[config.mk]
export PLATFORM = sky130hd
export DESIGN_NAME = router_pkt_tx
export DESIGN_NICKNAME = d
export VERILOG_FILES = /design/src/rtl/router_pkt_tx.sv
export SDC_FILE = /design/constraint.sdc
export NUM_CORES = 1
export LEC_CHECK = 0
export CAP_MARGIN = 10
export CORE_MARGIN = 4
export CORE_UTILIZATION = 60
export CTS_BUF_LIST = sky130_fd_sc_hd__clkbuf_16
export DETAILED_ROUTE_END_ITERATION = 8
export GPL_TIMING_DRIVEN = 0
export PLACE_DENSITY = 0.81
export SLEW_MARGIN = 20
export SYNTH_ARGS = -nofsm -noshare
export SYNTH_HDL_FRONTEND = slang
export SYNTH_SLANG_ARGS = --single-unit
[constraint.sdc]
create_clock -name clock -period 3.8 [get_ports clock]
set_clock_uncertainty 0.05 [all_clocks]
set_input_delay 1.14 -clock clock [delete_from_list [all_inputs] [get_ports clock]]
set_output_delay 1.14 -clock clock [all_outputs]
set_load 0.05 [all_outputs]
[src/rtl/router_pkt_tx.sv]
// Packet transmitter: buffers a full payload from the upstream source, then sends
// header, payload and XOR parity to the router, stalling on busy.
module router_pkt_tx #(
    parameter int MAX_LEN = 63
) (
    input  logic       clock,
    input  logic       resetn,
    input  logic       start,
    input  logic [1:0] tx_addr,
    input  logic [5:0] tx_len,
    output logic       cmd_ready,
    input  logic [7:0] pl_data,
    input  logic       pl_valid,
    output logic       pl_ready,
    input  logic       busy,
    output logic       pkt_valid,
    output logic [7:0] data_out,
    output logic       done,
    output logic       err
);

    localparam logic [2:0] ST_IDLE    = 3'd0;
    localparam logic [2:0] ST_FILL    = 3'd1;
    localparam logic [2:0] ST_HEADER  = 3'd2;
    localparam logic [2:0] ST_PAYLOAD = 3'd3;
    localparam logic [2:0] ST_PARITY  = 3'd4;
    localparam logic [2:0] ST_DONE    = 3'd5;

    localparam logic [5:0] MAX_LEN_C = 6'(MAX_LEN);

    function automatic logic [7:0] parity_step(input logic [7:0] acc, input logic [7:0] b);
        parity_step = acc ^ b;
    endfunction

    logic [2:0] state_r;
    logic [1:0] addr_r;
    logic [5:0] len_r;
    logic [5:0] wr_ptr_r;
    logic [5:0] rd_ptr_r;
    logic [7:0] parity_r;
    logic       pkt_valid_r;
    logic [7:0] data_out_r;
    logic       done_r;
    logic       err_r;
    logic       cmd_ready_r;
    logic       pl_ready_r;
    logic [7:0] buf_mem [0:63];

    logic [7:0] header_s;
    logic       xfer_s;
    logic       req_legal_s;

    assign header_s    = {len_r, addr_r};
    assign xfer_s      = pl_valid & pl_ready_r;
    assign req_legal_s = (tx_addr != 2'd3) && (tx_len != 6'd0) && (tx_len <= MAX_LEN_C);

    assign cmd_ready = cmd_ready_r;
    assign pl_ready  = pl_ready_r;
    assign pkt_valid = pkt_valid_r;
    assign data_out  = data_out_r;
    assign done      = done_r;
    assign err       = err_r;

    // Payload buffer write port; contents are not reset.
    always_ff @(posedge clock) begin
        if ((state_r == ST_FILL) && xfer_s) begin
            buf_mem[wr_ptr_r] <= pl_data;
        end
    end

    // Control FSM with registered router-side and handshake outputs.
    always_ff @(posedge clock) begin
        if (!resetn) begin
            state_r     <= ST_IDLE;
            addr_r      <= 2'd0;
            len_r       <= 6'd0;
            wr_ptr_r    <= 6'd0;
            rd_ptr_r    <= 6'd0;
            parity_r    <= 8'd0;
            pkt_valid_r <= 1'b0;
            data_out_r  <= 8'd0;
            done_r      <= 1'b0;
            err_r       <= 1'b0;
            cmd_ready_r <= 1'b1;
            pl_ready_r  <= 1'b0;
        end else begin
            done_r <= 1'b0;
            err_r  <= 1'b0;
            case (state_r)
                ST_IDLE: begin
                    if (start) begin
                        if (req_legal_s) begin
                            addr_r      <= tx_addr;
                            len_r       <= tx_len;
                            wr_ptr_r    <= 6'd0;
                            rd_ptr_r    <= 6'd0;
                            parity_r    <= 8'd0;
                            cmd_ready_r <= 1'b0;
                            pl_ready_r  <= 1'b1;
                            state_r     <= ST_FILL;
                        end else begin
                            err_r <= 1'b1;
                        end
                    end
                end
                ST_FILL: begin
                    if (xfer_s) begin
                        wr_ptr_r <= wr_ptr_r + 6'd1;
                        // Last payload byte: fold in the header and present it next cycle.
                        if (wr_ptr_r == (len_r - 6'd1)) begin
                            parity_r    <= parity_step(parity_step(parity_r, pl_data), header_s);
                            pl_ready_r  <= 1'b0;
                            pkt_valid_r <= 1'b1;
                            data_out_r  <= header_s;
                            state_r     <= ST_HEADER;
                        end else begin
                            parity_r <= parity_step(parity_r, pl_data);
                        end
                    end
                end
                ST_HEADER: begin
                    if (!busy) begin
                        data_out_r <= buf_mem[0];
                        rd_ptr_r   <= 6'd1;
                        state_r    <= ST_PAYLOAD;
                    end
                end
                ST_PAYLOAD: begin
                    if (!busy) begin
                        if (rd_ptr_r == len_r) begin
                            pkt_valid_r <= 1'b0;
                            data_out_r  <= parity_r;
                            state_r     <= ST_PARITY;
                        end else begin
                            data_out_r <= buf_mem[rd_ptr_r];
                            rd_ptr_r   <= rd_ptr_r + 6'd1;
                        end
                    end
                end
                ST_PARITY: begin
                    if (!busy) begin
                        data_out_r <= 8'd0;
                        done_r     <= 1'b1;
                        state_r    <= ST_DONE;
                    end
                end
                ST_DONE: begin
                    cmd_ready_r <= 1'b1;
                    state_r     <= ST_IDLE;
                end
                default: begin
                    pkt_valid_r <= 1'b0;
                    data_out_r  <= 8'd0;
                    pl_ready_r  <= 1'b0;
                    cmd_ready_r <= 1'b1;
                    state_r     <= ST_IDLE;
                end
            endcase
        end
    end

endmodule
==> flow_summary.ini, run 1 <==
[clock_network]
clk_path_buf_depth = 3
cts_made_buffers = 54
cts-root-buf = clkbuf_16
clkTransAtPathRegs_ns = 0.06
postCtsHoldBufs = 0
htree_levels = 2
postCtsSetupRepairBufs = 0
insertion_delay_ns = 0.61
cts_tree = done
clock-sinks = 562

[sta]
max_freq_ghz = 0.2628
hold_viol_final = 0
rsz0062_at_grt = true
maxSlewViolCount = 0
tightest_slew_ns = 1.090
fin_crit_sh = 1.001
setup_violations = 6
slew_headroom = 0.2544
period_needed_ns = 3.805
setup_slack_ns = -0.004610

[logic_synthesis]
synth.yosys.seq_area_share = 0.7181
synth.area.top_cells = edfxtp_1 67%, mux4_2 6.9%, mux2i_1 6.8%
synth-async-reset-ratio = 0
yosys_most_used_dff = edfxtp_1
synth_fp_nets = 1357
synth_edf_count = 512
syn_avg_cell_area_um2 = 17.11
synth_warnings = 0
yosys_register_bits = 562
syn_inst = 1333
yosysTopAreaCellShare = 0.6742
synth_area_leader_cell = edfxtp_1
syn-cell-area_mm2 = 0.02281
synth.distinct_cells = 63

[hold_path]
min_path_cells = 1
holdCritStartpoint = data_out[5]
hp-class = reg -> reg

[power]
p_total_mw = 12.34
power_leakage_nw = 7.829
peakVddDrop_mv = 0.3976
power_density_mw_per_mm2 = 481.9

[final_layout]
n_fill_cell = 2360
syn_to_final_growth_pct = 12.30
fin_nets = 1449
seqCellArea_mm2 = 0.01638
drive_above_1_share = 0.1583
multi_input_area_mm2 = 0.006068
fin_cells = 1977
diodes = 0

[setup_path]
crit_type = in -> reg
crit_path_top_delay_cell = nor2_2
rr_worst_depth = 9
cp_max_fo = 10
cp-end-kind = register
critical-path-top-delay-family = simple AND/OR/NAND/NOR gates
startpoint = pl_valid
crit_required_ns = 3.98
crit_chain = clkdlybuf4s50_1, nand2_1, nor2_1, clkbuf_1, nand3_2, nor2_2
arrival_ns = 3.98
worst_path_largest_cell_delay_ns = 0.61
crit_buf_inv = 2
cp.depth = 6
critPathLaunchType = input pin

[place]
place_congestion = 0.9028
dp_cells = 1880
place_ws_ns = -0.7298
portBuffers = 32
hpwl_um = 35560

[flow_run]
cap_violations = 0

[drt]
detail-route-antenna-nets = 0
wl_per_cell_um = 28.98
via_per_inst = 6.733
first_iter_violations = 1945
num_vias = 13310
wl_um = 57290
drt-pass1-iter-count = 6
drc = 0

[floorplanning]
dieWidth_um = 203.0
ioPinCount = 34
initial_core_util = 0.6069
dieHeight_um = 203.0
num_rows = 71
die_area_mm2 = 0.04119
coreArea_mm2 = 0.03758

[global_route]
antenna_found_initial = 0
grt_overflow = 0
grt_pass1_wl_um = 84960
grt_pass1_vias = 13130
grt_max_degree = 67
grt_use_total = 0.2783

[outcome]
status = finished with violations
violations = setup timing
cell type report:
type                       count  share of cell area
inverter                       6           0.0008794
buffer                        82             0.01798
tap                          511             0.02497
clock inverter                42             0.01158
sequential                   562              0.6394
clock buffer                  55             0.05374
timing repair buffer          36             0.01446
multi-input combinational    683              0.2370
sequential cells by signal (all words and copies together), names as in the netlist, named ones only:
register	count
rd_ptr_r	6
data_out	8
state_r	3
wr_ptr_r	6
pkt_valid	1
buf_mem	512
parity_r	8
len_r	6
err	1
cmd_ready	1
done	1
pl_ready	1
addr_r	2
layout by cell type (no fill, tap or decap), types with 11 or more instances in the layout:
master / netlist / layout
buf_6: 12 / 12
nor2_1: 102 / 78
clkbuf_1: 33 / 33
mux4_2: 70 / 70
a21boi_0: 12 / 12
buf_2: 14 / 18
mux2i_1: 155 / 155
edfxtp_1: 512 / 512
nand3_1: 18 / 15
buf_1: 11 / 11
a22oi_1: 89 / 89
dfxtp_1: 50 / 50
a21oi_1: 38 / 38
xor2_1: 14 / 14
buf_4: 12 / 16
nor2_2: 0 / 15
clkdlybuf4s50_1: 0 / 24
nor2b_1: 11 / 11
clkbuf_16: 0 / 55
clkinv_1: 0 / 13
inv_1: 5 / 18
nand2_1: 33 / 33
worst paths after layout:
check                           slack (ns)              to
worst max-delay path                -0.005  buf_mem[46][5]
worst min-delay path                  0.41     data_out[5]
worst max register to register        0.22     data_out[6]
worst min register to register        0.41     data_out[5]
synth_stat cells, types with 9 or more instances:
cell type / count
a21boi_0: 12
a21oi_1: 38
a22oi_1: 89
and3_1: 10
buf_1: 11
buf_2: 14
buf_4: 12
buf_6: 12
clkbuf_1: 33
dfxtp_1: 50
edfxtp_1: 512
mux2i_1: 155
mux4_2: 70
nand2_1: 33
nand3_1: 18
nor2_1: 102
nor2b_1: 11
o21ai_0: 10
xnor2_1: 9
xor2_1: 14
worst register-to-register path: stages, from the launching register on:
cell	delay (ns)
dfxtp_1	0.33
buf_4	0.20
nor2_1	0.71
clkbuf_1	0.66
a22oi_1	0.22
a21oi_1	0.40
nor4_1	0.17
a221oi_1	0.37
o22ai_1	0.17
a21o_1	0.20
logic make-up after synthesis:
kind of cell	share of synthesized area
flip-flops	0.7181
multiplexers	0.1372
AND/OR/NAND/NOR	0.04817
AO/OA/AOI/OAI	0.06496
buffers and inverters	0.02118
XOR/XNOR	0.008833
adder cells (fa/ha/maj)	0.001646
through the flow:
stage                     hold WS, ns  setup TNS (ns)  cell area, um2    util
after CTS                      0.4117          -7.001           25510  0.6790
after detailed placement       0.3941         -138.51           23820  0.6338
final                          0.4068        -0.01747           25610  0.6815
after global placement         0.3921         -151.16           23770  0.6324
after floorplan                0.4075               0           22810       -
after global routing           0.4267          -5.343           25610  0.6815
what timing repair did:
action,4_1_cts,5_1_grt
resized for setup,10,26
endpoints found under the setup margin,128,192
pin swaps,0,0
where the power goes:
group / switching [mW] / total [mW] / internal (mW)
clock network: 2.24 / 5.12 / 2.88
registers: 0.0183 / 6.78 / 6.76
logic: 0.319 / 0.448 / 0.129
total: 2.57 / 12.3 / 9.77
routing by layer:
layer	global-route usage	up-vias	wire length (um)
met5	0	-	0
met4	0.1014	0	2307
li1	-	5522	-
met2	0.4379	931	27050
met1	0.3885	6695	21130
met3	0.06485	164	6802
Power figures use the tool's default switching activity.
==> inputs of run 2 (changes only) <==
- SKIP_LAST_GASP: unset -> 1
==> run 2 against run 1 <==
Compared with the run above: the run now ends clean; sequential share of layout area did not move; critical path depth did not move; register-to-register slack got worse by 0.07 ns; via count fell by 0.68%; non-clock buffer count did not move; final cell count did not move; critical path type unchanged; largest cell class unchanged.
==> flow_summary.ini, run 2 (same netlist as run 1, synthesis figures left out) <==
[setup_path]
crit_type = in -> reg
cp_max_fo = 10
crit_path_top_delay_cell = nor2_2
rrSetupSlack_ns = 0.15
critPathLaunchType = input pin
crit_chain = clkdlybuf4s50_1, nand2_1, nor2_1, clkbuf_1, nand3_2, nor2_2
arrival_ns = 3.95
startpoint = pl_valid
r2r-end = data_out[6]
rr_worst_depth = 9
worst_path_largest_cell_delay_ns = 0.62
cp-end-kind = register
crit_required_ns = 3.98

[power]
p_total_mw = 12.33
power_leakage_nw = 7.829
power_density_mw_per_mm2 = 481.6
peakVddDrop_mv = 0.4002

[clock_network]
postCtsSetupRepairBufs = 0
clk_path_buf_depth = 3
cts_tree = done
insertion_delay_ns = 0.61
clkTransAtPathRegs_ns = 0.06
postCtsHoldBufs = 0
clock-sinks = 562
cts_made_buffers = 54
htree_levels = 2
cts-root-buf = clkbuf_16

[sta]
fin_crit_sh = 0.9932
hold_slack_ns = 0.4095
tightest_slew_ns = 1.095
maxSlewViolCount = 0
period_needed_ns = 3.774
max_freq_ghz = 0.2650
rsz0062_at_grt = true
slew_headroom = 0.2514
hold_viol_final = 0
setup_violations = 0

[drt]
wl_um = 57220
first_iter_violations = 1829
wl_per_cell_um = 28.94
drt-pass1-iter-count = 7
drc = 0
via_per_inst = 6.688
detail-route-antenna-nets = 0
num_vias = 13220

[hold_path]
holdCritStartpoint = data_out[5]
min_path_cells = 1
hold_path_end = data_out[5]
hp-class = reg -> reg

[final_layout]
diodes = 0
layout_common_cells = 512 x edfxtp_1, 155 x mux2i_1, 89 x a22oi_1, 78 x nor2_1, 70 x mux4_2
n_fill_cell = 2361
mostFrequentLayoutCell = edfxtp_1
multi_input_area_mm2 = 0.006068
largest_register = buf_mem
seqCellArea_mm2 = 0.01638
fin_nets = 1449
fin_area_mm2 = 0.02561
syn_to_final_growth_pct = 12.30
largest_reg_flops = 512
drive_above_1_share = 0.1583
fin_cells = 1977

[floorplanning]
dieHeight_um = 203.0
ioPinCount = 34
dieWidth_um = 203.0
die_area_mm2 = 0.04119
num_rows = 71
coreArea_mm2 = 0.03758
initial_core_util = 0.6069

[place]
dp_cells = 1880
hpwl_um = 35560
portBuffers = 32
place_congestion = 0.9028
dpl_cell_area_mm2 = 0.02382

[global_route]
grt_use_total = 0.2780
grt_pass1_wl_um = 84860
grt_overflow = 0
grt_max_degree = 67
antenna_found_initial = 0
grt_pass1_vias = 13130

[outcome]
status = finished clean

[flow_run]
cap_violations = 0
[run 2: cell counts in the layout (fill, tap and decap cells not counted)]
No cell type changed its count.
[run 2: where the power goes]
part | switching [mW] | total, mW | internal [mW]
sequential | 0.0183 | 6.78 | 6.76
combinational | 0.318 | 0.447 | 0.129
clock | 2.23 | 5.11 | 2.88
total | 2.57 | 12.3 | 9.77
[run 2: worst max-delay path: cells and delay by family]
kind	cells	cell delay (ns)
AND/OR/NAND/NOR	4	1.73
buffers and inverters	2	1.07
[run 2: per-stage QoR]
| stage | TNS [ns] | util | setup WS, ns |
|---|---|---|---|
| finish | 0 | 0.6815 | 0.02574 |
| detailed placement | -138.51 | 0.6338 | -0.7298 |
| CTS | -7.533 | 0.6788 | -0.1329 |
| floorplan | 0 | - | 0.8844 |
| global route | -5.514 | 0.6815 | -0.08785 |
| global placement | -151.16 | 0.6324 | -0.6668 |
[run 2: worst max path at each step]
stage,to,slack [ns]
after global routing,buf_mem[14][6],-0.09
after CTS,buf_mem[21][2],-0.13
final,buf_mem[46][5],0.03
after floorplan,buf_mem[60][0],0.88
after detailed placement,buf_mem[30][3],-0.73
after global placement,buf_mem[28][1],-0.67
[run 2: final cells by class]
type                    instances  share of cell area
repair buffers                 36             0.01446
clock buffers                  55             0.05374
flip-flops and latches        562              0.6394
well taps                     511             0.02497
plain buffers                  82             0.01798
clock inverters                42             0.01158
inverters                       6           0.0008794
multi-input cells             683              0.2370
[run 2: what timing repair did]
action / in CTS / in global routing
resized for setup: 7 / 29
setup endpoints to repair: 128 / 192
endpoints found under the hold margin: 0 / 0
[run 2: metal layers]
layer	share of wire	up-vias	global-route usage	wire length, um
li1	-	5530	-	-
met1	0.37	6617	0.3855	21280
met2	0.47	930	0.4385	27050
met3	0.12	145	0.06533	6717
met4	0.038	0	0.1033	2177
met5	0	-	0	0
==> inputs of run 3 (changes only) <==
- CORE_MARGIN: 4 -> 2
- GPL_TIMING_DRIVEN: 0 -> unset
==> run 3 against run 2 <==
Compared with the run above: non-clock buffer count is 37 higher; sequential power hardly changed; final cell count is 1.9% higher; core utilization is 1.1 points higher; global-route usage is 1.1 points higher; hold slack better by 0.0018 ns; clock-buffer cell count stayed put; sequential cell count stayed put; total power is 0.31% higher.
==> flow_summary.ini, run 3 (same netlist as run 1, synthesis figures left out) <==
[final_layout]
n_fill_cell = 2271
final_util = 0.6928
fin_nets = 1487
layout_common_cells = 512 x edfxtp_1, 155 x mux2i_1, 112 x buf_4, 101 x nor2_1, 89 x a22oi_1
syn_to_final_growth_pct = 14.16
largest_register = buf_mem
mostFrequentLayoutCell = edfxtp_1
largest_reg_flops = 512
diodes = 0
drive_above_1_share = 0.1948
fin_cells = 2015

[clock_network]
postCtsSetupRepairBufs = 0
cts_tree = done
htree_levels = 2
clk_path_buf_depth = 3
postCtsHoldBufs = 0
clock-sinks = 562
cts_made_buffers = 55
cts-root-buf = clkbuf_16
clkTransAtPathRegs_ns = 0.06
ctsResizeCount = 0
insertion_delay_ns = 0.62

[sta]
fin_crit_sh = 0.8440
hold_viol_final = 0
max_freq_ghz = 0.3118
maxSlewViolCount = 0
setup_violations = 0
period_needed_ns = 3.207
slew_headroom = 0.3511
tightest_slew_ns = 0.9724
setup_tns_ns = 0
rsz0062_at_grt = false

[drt]
via_per_inst = 6.553
num_vias = 13210
detail-route-antenna-nets = 0
wl_per_cell_um = 27.26
drc = 0
drt-pass1-iter-count = 8
wl_um = 54920
first_iter_violations = 1665

[floorplanning]
dieWidth_um = 199.0
initial_core_util = 0.6069
die_area_mm2 = 0.03959
dieHeight_um = 199.0
coreArea_mm2 = 0.03758
ioPinCount = 34
num_rows = 71

[global_route]
grt_pass1_vias = 12820
grt_overflow = 0
grt_max_degree = 53
grt_use_total = 0.2885
grt_pass1_wl_um = 82280
antenna_found_initial = 1

[setup_path]
crit_path_top_delay_cell = a21oi_1
crit_required_ns = 4.26
worst_path_largest_cell_delay_ns = 0.64
critPathLaunchType = register
cp_max_fo = 10
crit_type = reg -> reg
crit_chain = inv_1, ha_1, and3b_1, o21ai_0, a31oi_4, o21a_1, a21oi_1, o22ai_1, a21o_1
rrSetupSlack_ns = 0.59
r2r-end = data_out[2]
cp-endpoint = data_out[2]
cp-end-kind = register
rr_worst_depth = 9
arrival_ns = 3.67
r2r-start = len_r[1]
startpoint = len_r[1]

[hold_path]
hp-class = reg -> reg

[place]
hpwl_um = 33810
place_congestion = 0.9048
portBuffers = 33
dp_cells = 1917

[power]
peakVddDrop_mv = 0.3683
power_density_mw_per_mm2 = 475.2
power_leakage_nw = 8.218

[flow_run]
cap_violations = 0

[outcome]
status = finished clean
==> run 3: per-layer routing <==
metal / share of wire / vias to the layer above / global-route usage
li1: - / 5596 / -
met1: 0.38 / 6556 / 0.4049
met2: 0.47 / 927 / 0.4491
met3: 0.11 / 124 / 0.05900
met4: 0.037 / 2 / 0.1161
met5: 0.00024 / - / 0
==> run 3: critical path, delay by kind of cell, from the launching register on <==
family | cells | cell delay, ns
AO/OA/AOI/OAI | 6 | 1.92
adder cells (fa/ha/maj) | 1 | 0.27
buffers and inverters | 1 | 0.09
flip-flops | 1 | 0.57
AND/OR/NAND/NOR | 1 | 0.20
==> run 3: where the power goes <==
group,internal (mW),switching [mW],leakage (nW)
logic,0.140,0.303,2.34
clock network,2.90,2.25,0.870
registers,6.76,0.0303,5.01
total,9.79,2.58,8.22
==> run 3: cell type report <==
cell class,count,area [um2],share of cell area
Clock buffer,55,1376,0.05286
Sequential cell,562,16380,0.6292
Multi-Input combinational cell,683,5961,0.2290
Timing Repair Buffer,155,1331,0.05113
Inverter,6,22.52,0.0008651
Clock inverter,43,324.1,0.01245
Tap cell,511,639.4,0.02456
==> run 3: metrics by stage <==
step	setup slack (ns)	hold slack (ns)	power, mW	area [um2]
after global placement	0.4097	0.3906	7.337	24330
after CTS	0.6704	0.4135	12.42	26030
after floorplan	0.8844	0.4075	7.136	22810
after global routing	0.3825	0.4399	12.69	26040
after detailed placement	0.3458	0.3901	7.349	24330
final	0.5927	0.4113	12.37	26040
==> run 3: worst min-delay path by stage <==
stage	start	slack, ns	end	depth (start not counted)
5_1_grt	data_out[3]	0.44	data_out[3]	1
2_1_floorplan	addr_r[0]	0.41	addr_r[0]	2
3_3_place_gp	data_out[2]	0.39	data_out[2]	1
3_5_place_dp	data_out[7]	0.39	data_out[7]	1
6_report	data_out[7]	0.41	data_out[7]	1
4_1_cts	data_out[1]	0.41	data_out[1]	1
